[src/rtl/fetch_pc_if.sv]
// Fetch-stage signal bundle: next-PC/stall from the pipeline, instruction memory
// handshake, and the PC/instruction/status outputs of the fetch unit.
interface fetch_pc_if #(
   parameter int unsigned bit_size    = 18,
   parameter int unsigned instr_width = 32
);
   logic [bit_size-1:0]    next_pc;
   logic                   stall;
   logic                   im_ack;
   logic [instr_width-1:0] im_rdata;
   logic                   im_req;
   logic [bit_size-1:0]    im_addr;
   logic [bit_size-1:0]    pc;
   logic [bit_size-1:0]    pc_plus4;
   logic [instr_width-1:0] instr;
   logic                   instr_valid;
   logic [31:0]            retire_cnt;
   logic                   addr_err;

   modport slave (
      input  next_pc, stall, im_ack, im_rdata,
      output im_req, im_addr, pc, pc_plus4, instr, instr_valid, retire_cnt, addr_err
   );

   modport master (
      output next_pc, stall, im_ack, im_rdata,
      input  im_req, im_addr, pc, pc_plus4, instr, instr_valid, retire_cnt, addr_err
   );
endinterface

[src/rtl/fetch_pc_unit.sv]
// Program counter and instruction-fetch stage: fetches the word at pc over a
// req/ack handshake, holds it while executing, and retires into next_pc.
module fetch_pc_unit #(
   parameter int unsigned          bit_size    = 18,
   parameter int unsigned          instr_width = 32,
   parameter logic [bit_size-1:0]  reset_pc    = '0
) (
   input  logic        clk,
   input  logic        rst,
   fetch_pc_if.slave   bus
);

   localparam int unsigned CntW = 32;
   // Low two bits are forced to zero so a misconfigured reset_pc still fetches aligned.
   localparam logic [bit_size-1:0] ResetPcAligned = {reset_pc[bit_size-1:2], 2'b00};

   typedef enum logic [1:0] {
      S_IDLE  = 2'd0,
      S_FETCH = 2'd1,
      S_EXEC  = 2'd2
   } state_e;

   state_e                 state_q, state_d;
   logic [bit_size-1:0]    pc_q, pc_d;
   logic [instr_width-1:0] instr_q, instr_d;
   logic [CntW-1:0]        retire_cnt_q, retire_cnt_d;
   logic                   addr_err_q, addr_err_d;

   // State and architectural registers
   always_ff @(posedge clk or posedge rst) begin
      if (rst) begin
         state_q      <= S_IDLE;
         pc_q         <= ResetPcAligned;
         instr_q      <= '0;
         retire_cnt_q <= '0;
         addr_err_q   <= 1'b0;
      end else begin
         state_q      <= state_d;
         pc_q         <= pc_d;
         instr_q      <= instr_d;
         retire_cnt_q <= retire_cnt_d;
         addr_err_q   <= addr_err_d;
      end
   end

   // Next-state: capture on ack in FETCH, retire on !stall in EXEC
   always_comb begin
      state_d      = state_q;
      pc_d         = pc_q;
      instr_d      = instr_q;
      retire_cnt_d = retire_cnt_q;
      addr_err_d   = addr_err_q;
      case (state_q)
         S_IDLE: begin
            state_d = S_FETCH;
         end
         S_FETCH: begin
            if (bus.im_ack) begin
               instr_d = bus.im_rdata;
               state_d = S_EXEC;
            end
         end
         S_EXEC: begin
            if (!bus.stall) begin
               pc_d         = {bus.next_pc[bit_size-1:2], 2'b00};
               retire_cnt_d = retire_cnt_q + CntW'(1);
               if (bus.next_pc[1:0] != 2'b00) begin
                  addr_err_d = 1'b1;
               end
               state_d = S_FETCH;
            end
         end
         default: begin
            state_d = S_IDLE;
         end
      endcase
   end

   // Handshake and valid are pure state decodes; no input reaches an output.
   assign bus.im_req      = (state_q == S_FETCH);
   assign bus.instr_valid = (state_q == S_EXEC);
   assign bus.im_addr     = pc_q;
   assign bus.pc          = pc_q;
   assign bus.pc_plus4    = pc_q + bit_size'(4);
   assign bus.instr       = instr_q;
   assign bus.retire_cnt  = retire_cnt_q;
   assign bus.addr_err    = addr_err_q;

endmodule

[src/flat_wrapper.sv]
// flat-port wrapper written by rule: the top's interface ports become plain ports
module fetch_pc_unit_flat 
#(
   parameter int unsigned          bit_size    = 18,
   parameter int unsigned          instr_width = 32,
   parameter logic [bit_size-1:0]  reset_pc    = '0
)
  (clk, rst, bus_next_pc, bus_stall, bus_im_ack, bus_im_rdata, bus_im_req, bus_im_addr, bus_pc, bus_pc_plus4, bus_instr, bus_instr_valid, bus_retire_cnt, bus_addr_err);
  fetch_pc_if #(.bit_size(bit_size), .instr_width(instr_width)) bus_i ();
  input  logic clk;
  input  logic rst;
  input wire logic [$bits(bus_i.next_pc)-1:0] bus_next_pc;
  input wire logic [$bits(bus_i.stall)-1:0] bus_stall;
  input wire logic [$bits(bus_i.im_ack)-1:0] bus_im_ack;
  input wire logic [$bits(bus_i.im_rdata)-1:0] bus_im_rdata;
  output wire logic [$bits(bus_i.im_req)-1:0] bus_im_req;
  output wire logic [$bits(bus_i.im_addr)-1:0] bus_im_addr;
  output wire logic [$bits(bus_i.pc)-1:0] bus_pc;
  output wire logic [$bits(bus_i.pc_plus4)-1:0] bus_pc_plus4;
  output wire logic [$bits(bus_i.instr)-1:0] bus_instr;
  output wire logic [$bits(bus_i.instr_valid)-1:0] bus_instr_valid;
  output wire logic [$bits(bus_i.retire_cnt)-1:0] bus_retire_cnt;
  output wire logic [$bits(bus_i.addr_err)-1:0] bus_addr_err;
  assign bus_i.next_pc = bus_next_pc;
  assign bus_i.stall = bus_stall;
  assign bus_i.im_ack = bus_im_ack;
  assign bus_i.im_rdata = bus_im_rdata;
  assign bus_im_req = bus_i.im_req;
  assign bus_im_addr = bus_i.im_addr;
  assign bus_pc = bus_i.pc;
  assign bus_pc_plus4 = bus_i.pc_plus4;
  assign bus_instr = bus_i.instr;
  assign bus_instr_valid = bus_i.instr_valid;
  assign bus_retire_cnt = bus_i.retire_cnt;
  assign bus_addr_err = bus_i.addr_err;
  fetch_pc_unit #(.bit_size(bit_size), .instr_width(instr_width), .reset_pc(reset_pc)) u_core (.clk(clk), .rst(rst), .bus(bus_i));
endmodule
[config.mk]
export PLATFORM = sky130hd
export DESIGN_NAME = fetch_pc_unit_flat
export DESIGN_NICKNAME = d
export VERILOG_FILES = /design/src/rtl/fetch_pc_if.sv /design/src/rtl/fetch_pc_unit.sv /design/src/flat_wrapper.sv
export SDC_FILE = /design/constraint.sdc
export NUM_CORES = 1
export LEC_CHECK = 0
export CORE_ASPECT_RATIO = 0.9
export CORE_MARGIN = 4
export CORE_UTILIZATION = 38
export DETAILED_ROUTE_END_ITERATION = 10
export PLACE_DENSITY = 0.75
export SLEW_MARGIN = 20
export SYNTH_ARGS = -nofsm -noshare
export SYNTH_HDL_FRONTEND = slang
export SYNTH_SLANG_ARGS = --single-unit
[constraint.sdc]
create_clock -name clk -period 2.5 [get_ports clk]
set_input_delay 0.25 -clock clk [delete_from_list [all_inputs] [get_ports clk]]
set_output_delay 0.25 -clock clk [all_outputs]
set_load 0.05 [all_outputs]
==> impl_metrics.yaml, run 1 <==
setup_path:
  crit_family: "buffers and inverters"
  cp_cell_sequence: "ha_1 > nand3_1 > xnor2_1 > clkdlybuf4s50_1"
  r2r-start: "u_core.bus.retire_cnt[4]$_DFFE_PP0P_"
  r2r_slack_ps: 650
  critPathSlowestCell: "clkdlybuf4s50_1"
  cp_max_fo: 5
  end_kind: "output pin"
  path_class: "flop to output pin"
  critPathRequiredTime_ps: 2250
  cp.arrival_ps: 2080
  crit_path_max_incr_delay_ps: 820
  critPathBufInv: 1
  cp-start-kind: "flop"
  r2r_end: "u_core.bus.retire_cnt[20]$_DFFE_PP0P_"
  worst_r2r_path_depth: 4
timing:
  drv_slew: 0
  clock_skew_ps: 8.894
  setup_ws_ps: 169.9
  finalSetupViolations: 0
  slew_headroom_pct: 45.97
  min_period_ps: 2330
  rsz0062_at_grt: "no"
  setup_tns_ps: 0
  fmax_mhz: 429.2
  worstMarginPinSlew_ps: 809.5
  period_share_pct: 93.21
  hold_viol: 0
yosys:
  yosysSeqAreaShare_pct: 54.53
  ys_types: 32
  synth_top_area_share_pct: 54.53
  synth_top_flop_cell: "dfrtp_1"
  yosys-top-cells-count: "dfrtp_1, mux2_2, mux2_1, xnor2_1"
  ys_async_sr_fraction_pct: 100.0
  avgSynthCellArea_um2: 12.61
  synth.area.top_cells: "dfrtp_1, mux2_2, mux2_1"
  yosysWarnings: 0
  syn_area_um2: 3809
  synth-edff-count: 0
  yosys.area.top_type: "dfrtp_1"
  postSynthCellCount: 302
  ys_ff_latch: 83
  yosysMostFrequentCell: "dfrtp_1"
die:
  start_util_pct: 39.10
  io-pin-count: 175
  core-area_um2: 9742
  die_y_um: 103.0
  die_x_um: 113.5
  dieArea_um2: 11690
  num_rows: 34
cells_and_area:
  fillers: 836
  drive_gt1_share_pct: 14.78
  postLayoutCoreUtil_pct: 59.52
  multi_input_area_um2: 1559
  area_growth_pct: 52.23
  final_nets: 518
  diodes: 0
  stdcell_area_um2: 5798
  seq_area_um2: 2077
clocking:
  htree_levels: 3
  cts_buffer_depth: 2
  clockRootBuffer: "clkbuf_8"
  clkSinkCount: 83
  cts_made_buffers: 9
  clkTransAtPathRegs_ps: 90
  post_cts_buffers: 0
  cts_tree: "built"
  holdBufCountCts: 0
  clock_latency_ps: 350
drt:
  vias_per_cell: 4.740
  antenna_left: 0
  drt_iter0_markers: 76
  vias: 2811
  drc: 0
  wl_per_cell_um: 15.41
  drt_wl_total_mm: 9.140
  drt_pass1_iterations: 4
pwr:
  power_per_cell_area_nw_per_um2: 1429
  p_leak_nw: 2.495
  power_mw: 8.286
  ir_drop_mv: 0.9718
placed_design:
  portBuffers: 168
  hpwl_mm: 7.062
  finalWeightedCongestion: 0.7875
  placed_area_um2: 5615
  place_ws_ps: 358.0
hold_path:
  min_path_type: "input pin to async pin"
run_status:
  status: "complete, no violations"
run:
  cap_viol_max_count: 0
global_route:
  grt_pass1_wl_mm: 14.88
  grt_remaining_overflow: 0
  grt_usage_pct: 16.06
  grt_pass1_vias: 2944
  grt_antenna_before_repair: 0
  grt_max_degree: 47
-- state kept, by name (all words and copies together) (netlist names) --
register               cells
u_core.bus.addr_err        1
u_core.state_q             2
u_core.bus.retire_cnt     32
u_core.bus.im_addr        16
u_core.bus.instr          32
-- kinds of logic after synthesis --
| kind of cell | synth area share (%) |
|---|---|
| fa+ha+maj | 0.6569 |
| flops | 54.53 |
| other cells | 0.09846 |
| mux | 14.19 |
| compound gates | 0.5913 |
| simple gates | 13.73 |
| buf+inv | 5.847 |
| xor+xnor | 10.35 |
-- layout make-up --
class	count	area share, %
tap	126	2.719
inverter	6	0.4100
clock buffer	9	2.136
clock inverter	7	0.8848
multi-input combinational	188	26.89
timing repair buffer	174	31.14
sequential	83	35.82
-- cells in the final DEF (no fill, tap or decap), types with 4 or more instances in the layout --
master,count
and3_1,4
and4_1,6
buf_12,8
buf_4,7
clkbuf_8,9
clkdlybuf4s50_1,157
conb_1,6
dfrtp_1,83
inv_1,5
mux2_1,23
mux2_2,25
nand2_1,18
nand3_1,16
nand4_1,8
nor2_1,4
nor3_1,10
nor4_2,5
xnor2_1,20
xor2_1,22
-- worst register-to-register path, stage by stage (launching register included) --
cell and delay (ps):
dfrtp_1 490, nand4_4 190, or3_1 590, nor4_2 330
xor2_1 170
-- power by group --
group	leakage [nW]	total (mW)	internal, mW	switching [mW]
registers	1.03	2.21	1.79	0.427
logic	1.38	5.20	1.84	3.36
clock network	0.0864	0.873	0.368	0.505
total	2.50	8.29	4.00	4.29
-- per-stage QoR --
stage / instances / hold slack, ps
floorplan: 307 / 335.8
global placement: 577 / 453.0
detailed placement: 577 / 455.3
CTS: 593 / 368.3
global route: 593 / 390.3
finish: 593 / 343.6
-- worst max path at each step --
stage	from	slack [ps]	cells past startpoint	endpoint
2_1_floorplan	u_core.bus.im_addr[5]$_DFFE_PP0P_	2	4	bus_pc_plus4[16]
3_3_place_gp	bus_stall	370	5	u_core.bus.retire_cnt[21]$_DFFE_PP0P_
3_5_place_dp	bus_stall	360	5	u_core.bus.retire_cnt[25]$_DFFE_PP0P_
4_1_cts	u_core.bus.im_addr[3]$_DFFE_PP0P_	10	5	bus_pc_plus4[8]
5_1_grt	u_core.bus.im_addr[5]$_DFFE_PP0P_	20	5	bus_pc_plus4[16]
6_report	u_core.bus.im_addr[3]$_DFFE_PP0P_	170	4	bus_pc_plus4[6]
-- per-layer routing --
| metal | part of all wire, % | track usage [%] |
|---|---|---|
| met1 | 39 | 18.13 |
| met2 | 50 | 28.16 |
| met3 | 10 | 7.629 |
| met4 | 0.88 | 3.050 |
| met5 | 0 | 0 |
-- timing repair --
| item | 4_1_cts | 5_1_grt |
|---|---|---|
| endpoints found under the hold margin | 0 | 0 |
| setup endpoints to repair | 1 | 3 |
| pin swaps | 0 | 0 |
| gates resized for setup | 1 | 2 |
| gates cloned | 0 | 0 |
(Power assumes the default switching activity.)
==> run 2, diff against run 1 <==
--- a/config.mk
+++ b/config.mk
@@ -7,9 +7,9 @@
 export LEC_CHECK = 0
 export CORE_ASPECT_RATIO = 0.9
 export CORE_MARGIN = 4
-export CORE_UTILIZATION = 38
+export CORE_UTILIZATION = 30
 export DETAILED_ROUTE_END_ITERATION = 10
-export PLACE_DENSITY = 0.75
+export PLACE_DENSITY = 0.58
 export SLEW_MARGIN = 20
 export SYNTH_ARGS = -nofsm -noshare
 export SYNTH_HDL_FRONTEND = slang
==> constraint.sdc (replaced) <==
create_clock -name clk -period 2.3 [get_ports clk]
set_input_delay 0.23 -clock clk [delete_from_list [all_inputs] [get_ports clk]]
set_output_delay 0.23 -clock clk [all_outputs]
set_load 0.05 [all_outputs]
==> impl_metrics.yaml, run 2 (same netlist as run 1, synthesis figures left out) <==
clocking:
  holdBufCountCts: 0
  clkSinkCount: 83
  clkTransAtPathRegs_ps: 60
  htree_levels: 3
  cts_made_buffers: 9
  clock_latency_ps: 330
  cts_buffer_depth: 2
  post_cts_buffers: 0
  cts_tree: "built"
  clockRootBuffer: "clkbuf_16"
die:
  start_util_pct: 31.17
  num_rows: 38
  dieArea_um2: 14560
  die_y_um: 114.9
  core-area_um2: 12220
  die_x_um: 126.8
  io-pin-count: 175
drt:
  drt_wl_total_mm: 9.599
  drt_iter0_markers: 52
  antenna_left: 0
  wl_per_cell_um: 15.29
  drt_pass1_iterations: 4
  vias_per_cell: 4.489
  vias: 2819
  drc: 0
cells_and_area:
  drive_gt1_share_pct: 18.59
  postLayoutCoreUtil_pct: 49.26
  stdcell_area_um2: 6020
  layout_commonest_cell: "clkdlybuf4s50_1"
  fillers: 1095
  diodes: 0
  final_nets: 519
  area_growth_pct: 58.05
  final_cell_mix: "clkdlybuf4s50_1, dfrtp_1, mux2_2"
timing:
  worstMarginPinSlew_ps: 550.8
  drv_slew: 0
  whs_ps: 308.0
  clock_skew_ps: 9.075
  finalSetupViolations: 0
  min_period_ps: 2233
  period_share_pct: 97.08
  hold_viol: 0
  slew_headroom_pct: 63.17
  fmax_mhz: 447.9
  rsz0062_at_grt: "no"
setup_path:
  cp-start-kind: "flop"
  worst_r2r_path_depth: 4
  path_class: "flop to output pin"
  end_kind: "output pin"
  cp_max_fo: 5
  cp.arrival_ps: 2000
  critPathRequiredTime_ps: 2070
placed_design:
  hpwl_mm: 7.121
  portBuffers: 168
  placed_area_um2: 5692
  finalWeightedCongestion: 0.7646
pwr:
  power_per_cell_area_nw_per_um2: 1578
  ir_drop_mv: 0.7854
  swShare_pct: 49.58
  internal_power_mw: 4.788
  switching_power_mw: 4.709
  p_leak_nw: 2.553
  power_mw: 9.497
  clkPwrFrac_pct: 14.5
  comb_power_share_pct: 59.6
  seq_power_share_pct: 25.9
hold_path:
  min_path_type: "input pin to async pin"
run:
  cap_viol_max_count: 0
global_route:
  grt_pass1_wl_mm: 15.55
  grt_pass1_vias: 2973
  grt_max_degree: 54
  grt_remaining_overflow: 0
  grt_usage_pct: 13.41
  grt_antenna_before_repair: 0
run_status:
  status: "complete, no violations"
## run 2: power by group through the flow
stage                     clock network [mW]  registers [mW]  logic (mW)
final                                   1.38            2.46        5.66
after global routing                    1.51            2.56        5.88
after CTS                               1.44            2.45        5.71
after detailed placement                   0            2.46        5.69
after global placement                     0            2.44        5.68
after floorplan                            0            4.03        2.25
## run 2: metal layers
metal,part of all wire (%),GRT usage [%],vias to the layer above
met5,0,0,-
met4,0.81,2.216,0
met3,10,7.478,6
met2,48,21.40,106
met1,41,16.30,1372
li1,-,-,1335
## run 2: path summary, 6_finish.rpt
check | from | endpoint | slack, ps
max | u_core.bus.im_addr[2]$_DFFE_PP0P_ | bus_pc_plus4[4] | 70
min | rst | u_core.bus.addr_err$_DFFE_PP0P_ | 310
max reg2reg | u_core.bus.retire_cnt[4]$_DFFE_PP0P_ | u_core.bus.retire_cnt[30]$_DFFE_PP0P_ | 440
min reg2reg | u_core.bus.addr_err$_DFFE_PP0P_ | u_core.bus.addr_err$_DFFE_PP0P_ | 470
max in group asynchronous | rst | u_core.bus.instr[14]$_DFFE_PP0P_ | 1710
min in group clk | u_core.bus.addr_err$_DFFE_PP0P_ | u_core.bus.addr_err$_DFFE_PP0P_ | 470
## run 2: cell type report
class	count	area, um^2	share of cell area, %
Inverter	6	26.28	0.4365
Clock inverter	3	21.27	0.3534
Timing Repair Buffer	175	1802	29.93
Sequential cell	83	2086	34.65
Tap cell	160	200.2	3.326
Clock buffer	13	270.3	4.490
Multi-Input combinational cell	188	1614	26.81
## run 2: repair_timing
item,CTS,global route
setup endpoints to repair,0,6
gates resized for setup,0,12
hold endpoints to repair,0,0
## run 2: critical path, cell delays in order, from the launching register on
cell and delay [ps]:
dfrtp_1 430, ha_1 260, xor2_1 150, clkdlybuf4s50_1 830
## run 2: per-stage QoR
stage | worst slack [ps] | TNS (ps) | instances
2_1_floorplan | -162.5 | -282.0 | 307
4_1_cts | 0.4456 | 0 | 628
5_1_grt | 4.747 | 0 | 628
3_5_place_dp | 323.2 | 0 | 612
3_3_place_gp | 373.8 | 0 | 612
6_report | 67.21 | 0 | 628
